### config.mk
export PLATFORM = sky130hd
export DESIGN_NAME = bcd_display_scanner
export DESIGN_NICKNAME = d
export VERILOG_FILES = /design/src/rtl/seg7_pkg.sv /design/src/rtl/bcd_seg7_decode.sv /design/src/rtl/bcd_display_scanner.sv
export SDC_FILE = /design/constraint.sdc
export NUM_CORES = 1
export LEC_CHECK = 0
export BUFFER_PORTS_ARGS = -buffer_cell sky130_fd_sc_hd__buf_2
export CAP_MARGIN = 20
export CORE_UTILIZATION = 49
export CTS_CLUSTER_SIZE = 28
export DETAILED_ROUTE_END_ITERATION = 8
export GPL_ROUTABILITY_DRIVEN = 0
export HOLD_SLACK_MARGIN = 0.06
export PLACE_DENSITY = 0.69
export SLEW_MARGIN = 20
export SYNTH_ARGS = -nofsm -noshare
export SYNTH_HDL_FRONTEND = slang
export SYNTH_SLANG_ARGS = --single-unit
### constraint.sdc
create_clock -name clk -period 4.83 [get_ports clk]
set_input_delay 0.483 -clock clk [delete_from_list [all_inputs] [get_ports clk]]
set_output_delay 0.483 -clock clk [all_outputs]
set_load 0.005 [all_outputs]
### src/rtl/seg7_pkg.sv
// Shared 7-segment constants, BCD-to-segment mapping and scanner state type.
// Segment vectors are ordered {g,f,e,d,c,b,a}, active-high.
package seg7_pkg;

    localparam logic [6:0] SEG_0    = 7'h3F;
    localparam logic [6:0] SEG_1    = 7'h06;
    localparam logic [6:0] SEG_2    = 7'h5B;
    localparam logic [6:0] SEG_3    = 7'h4F;
    localparam logic [6:0] SEG_4    = 7'h66;
    localparam logic [6:0] SEG_5    = 7'h6D;
    localparam logic [6:0] SEG_6    = 7'h7D;
    localparam logic [6:0] SEG_7    = 7'h07;
    localparam logic [6:0] SEG_8    = 7'h7F;
    localparam logic [6:0] SEG_9    = 7'h6F;
    localparam logic [6:0] SEG_DASH = 7'h40;
    localparam logic [6:0] SEG_OFF  = 7'h00;

    typedef enum logic [0:0] {
        BLANK = 1'b0,
        SCAN  = 1'b1
    } state_t;

    // Non-BCD nibbles render as a dash so bad data is visible on the glass.
    function automatic logic [6:0] bcd_to_seg(input logic [3:0] nib);
        case (nib)
            4'd0:    bcd_to_seg = SEG_0;
            4'd1:    bcd_to_seg = SEG_1;
            4'd2:    bcd_to_seg = SEG_2;
            4'd3:    bcd_to_seg = SEG_3;
            4'd4:    bcd_to_seg = SEG_4;
            4'd5:    bcd_to_seg = SEG_5;
            4'd6:    bcd_to_seg = SEG_6;
            4'd7:    bcd_to_seg = SEG_7;
            4'd8:    bcd_to_seg = SEG_8;
            4'd9:    bcd_to_seg = SEG_9;
            default: bcd_to_seg = SEG_DASH;
        endcase
    endfunction

endpackage

### src/rtl/bcd_seg7_decode.sv
// Combinational BCD nibble to 7-segment pattern decoder.
module bcd_seg7_decode
    import seg7_pkg::*;
(
    input  logic [3:0] i_nib,
    output logic [6:0] o_seg
);

    assign o_seg = bcd_to_seg(i_nib);

endmodule

### src/rtl/bcd_display_scanner.sv
// Time-multiplexed N-digit BCD 7-segment driver with frame-atomic loads,
// leading-zero blanking, anti-ghost gap and sticky invalid-digit flag.
module bcd_display_scanner
    import seg7_pkg::*;
#(
    parameter int DIGITS         = 4,
    parameter int DIV            = 1000,
    parameter bit SEG_ACTIVE_LOW = 1'b0,
    parameter bit AN_ACTIVE_LOW  = 1'b0
) (
    input  logic                  clk,
    input  logic                  rst,
    input  logic                  load_valid,
    output logic                  load_ready,
    input  logic [4*DIGITS-1:0]   load_data,
    input  logic [DIGITS-1:0]     load_dp,
    input  logic                  blank_lz,
    output logic [6:0]            seg,
    output logic                  dp,
    output logic [DIGITS-1:0]     an,
    output logic                  frame_done,
    output logic                  bad_digit
);

    localparam int PRE_W = $clog2(DIV);
    localparam int IDX_W = (DIGITS > 1) ? $clog2(DIGITS) : 1;
    localparam logic [PRE_W-1:0] PRE_LAST = PRE_W'(DIV - 1);
    localparam logic [IDX_W-1:0] IDX_LAST = IDX_W'(DIGITS - 1);

    state_t                r_state;
    logic [PRE_W-1:0]      r_pre;
    logic [IDX_W-1:0]      r_idx;
    logic                  r_pending;
    logic                  r_bad;
    logic [4*DIGITS-1:0]   r_disp;
    logic [DIGITS-1:0]     r_dp;
    logic [4*DIGITS-1:0]   r_shadow;
    logic [DIGITS-1:0]     r_shadow_dp;

    logic [6:0]            r_seg_p1;
    logic                  r_dp_p1;
    logic [DIGITS-1:0]     r_an_p1;
    logic                  r_fd_p1;

    logic                  w_accept;
    logic                  w_pre_last;
    logic                  w_boundary;
    logic                  w_disp_we;
    logic                  w_shadow_we;
    logic [4*DIGITS-1:0]   w_disp_nxt;
    logic [DIGITS-1:0]     w_dp_nxt;
    logic [DIGITS-1:0]     w_lz;
    logic [3:0]            w_nib;
    logic [6:0]            w_seg_dec;

    function automatic logic has_bad(input logic [4*DIGITS-1:0] v);
        has_bad = 1'b0;
        for (int i = 0; i < DIGITS; i++) begin
            if (v[4*i +: 4] > 4'd9) has_bad = 1'b1;
        end
    endfunction

    assign load_ready  = !r_pending;
    assign w_accept    = load_valid && !r_pending;
    assign w_pre_last  = (r_pre == PRE_LAST);
    assign w_boundary  = (r_state == SCAN) && w_pre_last && (r_idx == IDX_LAST);
    assign w_shadow_we = (r_state == SCAN) && !w_boundary && w_accept;

    // Display register source: direct load from BLANK, shadow or bypass at a frame boundary.
    always_comb begin
        w_disp_we  = 1'b0;
        w_disp_nxt = load_data;
        w_dp_nxt   = load_dp;
        if (r_state == BLANK) begin
            w_disp_we = w_accept;
        end else if (w_boundary) begin
            if (r_pending) begin
                w_disp_we  = 1'b1;
                w_disp_nxt = r_shadow;
                w_dp_nxt   = r_shadow_dp;
            end else begin
                w_disp_we = w_accept;
            end
        end
    end

    // Digit i is blanked when it and every more-significant nibble are zero.
    always_comb begin
        logic v_zero;
        w_lz   = '0;
        v_zero = 1'b1;
        for (int i = DIGITS - 1; i > 0; i--) begin
            v_zero  = v_zero && (r_disp[4*i +: 4] == 4'd0);
            w_lz[i] = blank_lz && v_zero;
        end
    end

    always_ff @(posedge clk or posedge rst) begin
        if (rst) begin
            r_state   <= BLANK;
            r_pre     <= '0;
            r_idx     <= '0;
            r_pending <= 1'b0;
            r_bad     <= 1'b0;
        end else begin
            if (w_disp_we && has_bad(w_disp_nxt)) r_bad <= 1'b1;
            if (r_state == BLANK) begin
                r_pre <= '0;
                r_idx <= '0;
                if (w_accept) r_state <= SCAN;
            end else begin
                if (w_pre_last) begin
                    r_pre <= '0;
                    r_idx <= (r_idx == IDX_LAST) ? '0 : r_idx + 1'b1;
                end else begin
                    r_pre <= r_pre + 1'b1;
                end
                if (w_boundary)       r_pending <= 1'b0;
                else if (w_shadow_we) r_pending <= 1'b1;
            end
        end
    end

    always_ff @(posedge clk) begin
        if (w_disp_we) begin
            r_disp <= w_disp_nxt;
            r_dp   <= w_dp_nxt;
        end
        if (w_shadow_we) begin
            r_shadow    <= load_data;
            r_shadow_dp <= load_dp;
        end
    end

    assign w_nib = r_disp[{r_idx, 2'b00} +: 4];

    bcd_seg7_decode u_dec (
        .i_nib (w_nib),
        .o_seg (w_seg_dec)
    );

    // Stage p1: registered pin drive; an is held off on the first cycle of each slot.
    always_ff @(posedge clk or posedge rst) begin
        if (rst) begin
            r_seg_p1 <= SEG_OFF;
            r_dp_p1  <= 1'b0;
            r_an_p1  <= '0;
            r_fd_p1  <= 1'b0;
        end else if (r_state == BLANK) begin
            r_seg_p1 <= SEG_OFF;
            r_dp_p1  <= 1'b0;
            r_an_p1  <= '0;
            r_fd_p1  <= 1'b0;
        end else begin
            r_seg_p1 <= w_lz[r_idx] ? SEG_OFF : w_seg_dec;
            r_dp_p1  <= r_dp[r_idx];
            r_an_p1  <= ((r_pre == '0) || w_lz[r_idx]) ? '0 : (DIGITS'(1) << r_idx);
            r_fd_p1  <= w_boundary;
        end
    end

    assign seg        = SEG_ACTIVE_LOW ? ~r_seg_p1 : r_seg_p1;
    assign dp         = SEG_ACTIVE_LOW ? ~r_dp_p1  : r_dp_p1;
    assign an         = AN_ACTIVE_LOW  ? ~r_an_p1  : r_an_p1;
    assign frame_done = r_fd_p1;
    assign bad_digit  = r_bad;

endmodule

After elaboration in Yosys (flattened, before gate mapping)
Memories as Yosys holds them, arrays and structs flattened.
Index checks and enable logic that the tools add are counted.
{"block": "totals", "wordCells": 78, "mem_bits_ro": 112, "regBits": 68, "input_bits": 24, "out_inout_bits": 15, "memories": 1}
{"name": "(name not given)", "words": 16, "width": 7, "rd": 1, "rd_ports_with_merged_regs": 0, "wr": 0, "line": "seg7_pkg.sv:25", "source": "case (nib)"}
{"block": "op_classes", "n_mux": 32, "eq_ne": 3, "reduce_logical": 20, "shifts": 2, "add_sub_neg": 2, "order_cmp": 5}
{"cell": "$mux 16", "count": 3}
{"cell": "$mux 10", "count": 2}
{"cell": "$mux 4", "count": 5}
{"cell": "$gt 4x4->1 const B", "count": 4}
{"cell": "$shiftx 16x5->4", "count": 1}
{"cell": "$mux 1", "count": 15}
{"cell": "$mux 7", "count": 2}
{"cell": "$logic_not 4->1", "count": 3}
{"cell": "$logic_and 1x1->1", "count": 11}
{"cell": "$add 10x1->10 const B", "count": 1}
{"cell": "$eq 10x10->1 const B", "count": 1}
{"cell": "$logic_not 10->1", "count": 1}
{"cell": "$mux 2", "count": 3}
{"cell": "$bmux 1 s2", "count": 2}
{"cell": "$shl 1x2->4 const A", "count": 1}
{"cell": "$lt 2x3->1 const B", "count": 1}
{"cell": "$add 2x1->2 const B", "count": 1}
{"cell": "$eq 2x2->1 const B", "count": 1}
{"cell": "$logic_not 1->1", "count": 2}
{"cell": "$ne 2x1->1 const B", "count": 1}
{"cell": "$reduce_and 2->1", "count": 1}
{"cell": "$reduce_bool 2->1", "count": 1}
{"cell": "$logic_or 1x1->1", "count": 1}

Longest topological paths before layout
{"block": "depth", "ltp_word": 11, "depth_mapped": 8, "ltp_nobuf": 7}

Hierarchy
A second synthesis with hierarchy kept.
{"block": "unflattened", "cells_unflattened": 238, "hier_area_um2": 3256.9}
{"mod": "bcd_display_scanner", "n_inst": 1, "area_per_inst_um2": 3029.2, "seq_area_each_um2": 1901.8, "cells_per_inst": 209}
{"mod": "bcd_seg7_decode", "n_inst": 1, "area_per_inst_um2": 227.7, "seq_area_each_um2": 0.0, "cells_per_inst": 29}

Worst setup path before layout
Ideal clock, no wire load.
{"block": "synth_path", "path_type": "reg2reg", "from": "reg r_pre[4]", "to": "reg r_disp[0], enable pin", "path_slack_ns": 2.478, "arrival_time_ns": 1.947, "required_ns": 4.425, "period_less_slack_ns": 2.352, "path_stages_with_launch": 4, "path_buffers": 0, "setup_time_ns": 0.405, "cell_sequence": "dfrtp_1 -> nor3b_1 -> nand4_1 -> a21oi_1"}
{"block": "synth_via", "elab_chain_len": 5}
{"element": "start: declaration", "line": "bcd_display_scanner.sv:31", "source": "logic [PRE_W-1:0] r_pre;"}
{"element": "start signal: assignment", "line": "bcd_display_scanner.sv:116", "source": "r_pre <= r_pre + 1'b1;"}
{"element": "$eq 10x10->1", "line": "bcd_display_scanner.sv:65", "source": "assign w_pre_last = (r_pre == PRE_LAST);"}
{"element": "$logic_and 1x1->1 (2 in a row)", "line": "bcd_display_scanner.sv:66", "source": "assign w_boundary = (r_state == SCAN) && w_pre_last && (r_idx == IDX_LAST);"}
{"element": "$mux 1", "line": "bcd_display_scanner.sv:76", "source": "end else if (w_boundary) begin"}
{"element": "$mux 1", "line": "bcd_display_scanner.sv:74", "source": "if (r_state == BLANK) begin"}
{"element": "named net w_disp_we", "line": "bcd_display_scanner.sv:48", "source": "logic w_disp_we;"}
{"element": "end signal: assignment", "line": "bcd_display_scanner.sv:126", "source": "r_disp <= w_disp_nxt;"}
{"element": "end: declaration", "line": "bcd_display_scanner.sv:35", "source": "logic [4*DIGITS-1:0] r_disp;"}
The timed path passes the listed nets, and every way through them passes these cells.
A chain may end at the register's enable or synchronous reset.

Worst setup path in the final report
{"block": "layout_path", "from": "reg r_idx[0]", "to": "reg r_disp[6] (data pin)"}
{"block": "layout_via", "elab_chain_len": 4}
{"element": "start: declaration", "line": "bcd_display_scanner.sv:32", "source": "logic [IDX_W-1:0] r_idx;"}
{"element": "start signal: assignment", "line": "bcd_display_scanner.sv:114", "source": "r_idx <= (r_idx == IDX_LAST) ? '0 : r_idx + 1'b1;"}
{"element": "$eq 2x2->1", "line": "bcd_display_scanner.sv:66"}
{"element": "$logic_and 1x1->1", "line": "bcd_display_scanner.sv:66"}
{"element": "$mux 16", "line": "bcd_display_scanner.sv:76"}
{"element": "$mux 16", "line": "bcd_display_scanner.sv:74"}
{"element": "named net w_disp_nxt[6]", "line": "bcd_display_scanner.sv:50", "source": "logic [4*DIGITS-1:0] w_disp_nxt;"}
The timed path passes the listed nets, and every way through them passes these cells.

==> results.cfg <==
[global_routing]
antenna_found_initial = 0
grt_max_degree = 29
grt_pass1_vias = 1751
track_usage_pct = 18.2
grt_pass1_wl_um = 8550
grt_overflow = 0

[die]
die_w_um = 81.9
initial_utilization_pct = 51.9
die_area_sq_um = 6710
io_pins = 39
dieHeight_um = 81.9
placementRows = 28
core_sq_um = 6030

[yosys]
postSynthAreaPerCell_sq_um = 13.7
syn_inst = 229
syn_area_sq_um = 3130
synth_edf_count = 40
synth_seq_cells = 68
yosysMostFrequentCell = edfxtp_1
synth_flop_cell = edfxtp_1
seq_area_frac_synth_pct = 60.8
synth.area.top_cells = edfxtp_1 38%, dfrtp_1 22%, mux2_2 7.6%, ha_1 4.8%, mux4_1 2.5%
synth_top_area_cell = edfxtp_1
synth_nets = 265
netlist_top_cells_count = 40 x edfxtp_1, 28 x dfrtp_1, 21 x mux2_2, 18 x nor2_1, 13 x inv_1
synth_top_area_share_pct = 38.4
ys_warn_count = 0
async_reset_ff_share_pct = 41.2
synth_cell_types = 37

[sta]
max_freq_ghz = 0.403
max_slew_margin_pct = 38.5
hold_viol = 0
min_period_over_period_pct = 51.4
setup_ws_ns = 2.35
setup_viol = 0
tns_ns = 0
fin_skew_ns = 0.00510
maxSlewViolCount = 0
layout_min_cycle_time_ns = 2.48
rsz0062_at_grt = false
worst_slew_pin_slew_ns = 0.923

[min_path]
worstHoldPathType = input pin to async pin

[clock_tree]
cts_buffers = 9
postCtsHoldBufs = 0
post_cts_buffers = 0
insertion_delay_ns = 0.34
cts_resized = 0
cts_sinks = 68
cts_tree = done
cts_max_path_buffers = 2
root_buffer = clkbuf_8
cts_max_level = 3
cts.clk_slew.worst_paths_ns = 0.07

[worst_setup_path]
path_class = register to register
critPathLaunchType = register
timing.reg2reg.setup_slack_ns = 2.35
cp_data_arrival_time_ns = 2.58
end_kind = register
critPathRequiredTime_ns = 4.93
cp_max_fo = 13

[drt]
wl_um = 5290
dr.pass1.iters = 4
routed_via_density = 5.32
dr_total_vias = 1867
drc_errors = 0
drtIter0Drc = 100
wl_per_cell_um = 15.1
ant_nets = 0

[outcome]
outcome = completed

[finish]
antenna_cells = 0
fillCellCount = 487
area_delta_synth_final_pct = 14.5
layout.nets = 307
post_route_cells_drive_above_1_share_pct = 30.1

[power_and_ir_drop]
leakagePower_nw = 1.45
p_per_area_nw_per_um2 = 353
vdd_drop_max_v = 0.000283

[place]
dp_hpwl_um = 3690
io_buffers = 38
dpl_worst_slack_ns = 2.35

[flow_run]
maxCapViolations = 0
-- report_power, final --
part / internal (mW) / switching (mW)
Combinational: 0.0615 / 0.0596
Sequential: 0.653 / 0.0381
Clock: 0.238 / 0.215
-- final timing paths --
path / start / to / cells after the start
min: rst / seg[1]$_DFF_PP0_ / 2
max in group asynchronous: rst / r_pre[6]$_DFF_PP0_ / 2
max: r_idx[0]$_DFFE_PP0P_ / r_disp[6]$_DFFE_PP_ / 5
max reg2reg: r_idx[0]$_DFFE_PP0P_ / r_disp[6]$_DFFE_PP_ / 5
min in group clk: load_dp[2] / r_shadow_dp[2]$_DFFE_PP_ / 1
min reg2reg: bad_digit$_DFFE_PP0P_ / bad_digit$_DFFE_PP0P_ / 1
-- metrics by stage --
step | power [mW] | instances | hold slack (ns) | utilization [%] | area, sq um
2_1_floorplan | 0.777 | 229 | 0.451 | - | 3130
3_3_place_gp | 0.820 | 334 | 0.478 | 56.0 | 3370
3_5_place_dp | 0.824 | 335 | 0.478 | 56.1 | 3380
4_1_cts | 1.28 | 351 | 0.310 | 59.3 | 3570
5_1_grt | 1.33 | 351 | 0.238 | 59.4 | 3580
6_report | 1.26 | 351 | 0.191 | 59.4 | 3580
-- per-layer routing --
metal | vias up | track usage, % | routed length [um]
met5 | - | 0 | 0
met4 | 0 | 7.19 | 62
met3 | 6 | 7.22 | 277
met2 | 47 | 27.5 | 2480
met1 | 890 | 23.5 | 2470
li1 | 924 | - | -
-- logic make-up after synthesis --
kind of cell | count (synthesis) | synth area share (%)
AOI/OAI and AO/OA | 22 | 4.16
DFF | 68 | 60.8
xor gates and xnor gates | 8 | 2.24
adders and majority gates | 12 | 4.80
and+or+nand+nor | 69 | 12.6
buffers and inverters | 21 | 3.00
muxes | 29 | 12.5
-- area by class of cell --
cell class	count	area (sq um)	area share, %
flip-flops and latches	68	1900	53.1
inverters	13	48.8	1.36
well taps	75	93.8	2.62
repair buffers	39	201	5.62
clock buffers	10	128	3.56
multi-input cells	140	1140	32.0
clock inverters	6	63.8	1.78
-- state kept, by name, indices dropped and copies added (netlist names) --
| name | flops |
|---|---|
| seg | 7 |
| r_shadow | 16 |
| r_pre | 10 |
| an | 4 |
| dp | 1 |
| bad_digit | 1 |
| r_idx | 2 |
| r_dp | 4 |
| r_shadow_dp | 4 |
| frame_done | 1 |
| r_pending | 1 |
| r_disp | 16 |
| r_state | 1 |
-- worst max-delay path: stages, from the launching register on --
cell and delay (ns):
dfrtp_1 0.61, ha_1 0.31, and3_1 0.18, nand4_1 0.48, buf_6 0.36, mux2_2 0.29
-- layout by cell type (no fill, tap or decap), types with 2 or more instances in the layout --
cell	count
a21oi_1	6
and2_1	5
and3_1	3
and4b_1	4
buf_2	38
clkbuf_8	9
clkinv_2	2
clkinvlp_4	2
dfrtp_1	28
edfxtp_1	40
ha_1	12
inv_1	12
mux2_2	21
mux2i_1	3
mux4_1	3
mux4_2	2
nand2_1	7
nand3_1	6
nand4_1	5
nor2_1	18
nor2b_1	2
nor3_1	3
nor3b_1	5
nor4_1	4
nor4b_1	2
o21ai_0	10
xnor2_1	5
xor2_1	3
Note: power is estimated with default switching activity, not from simulation.
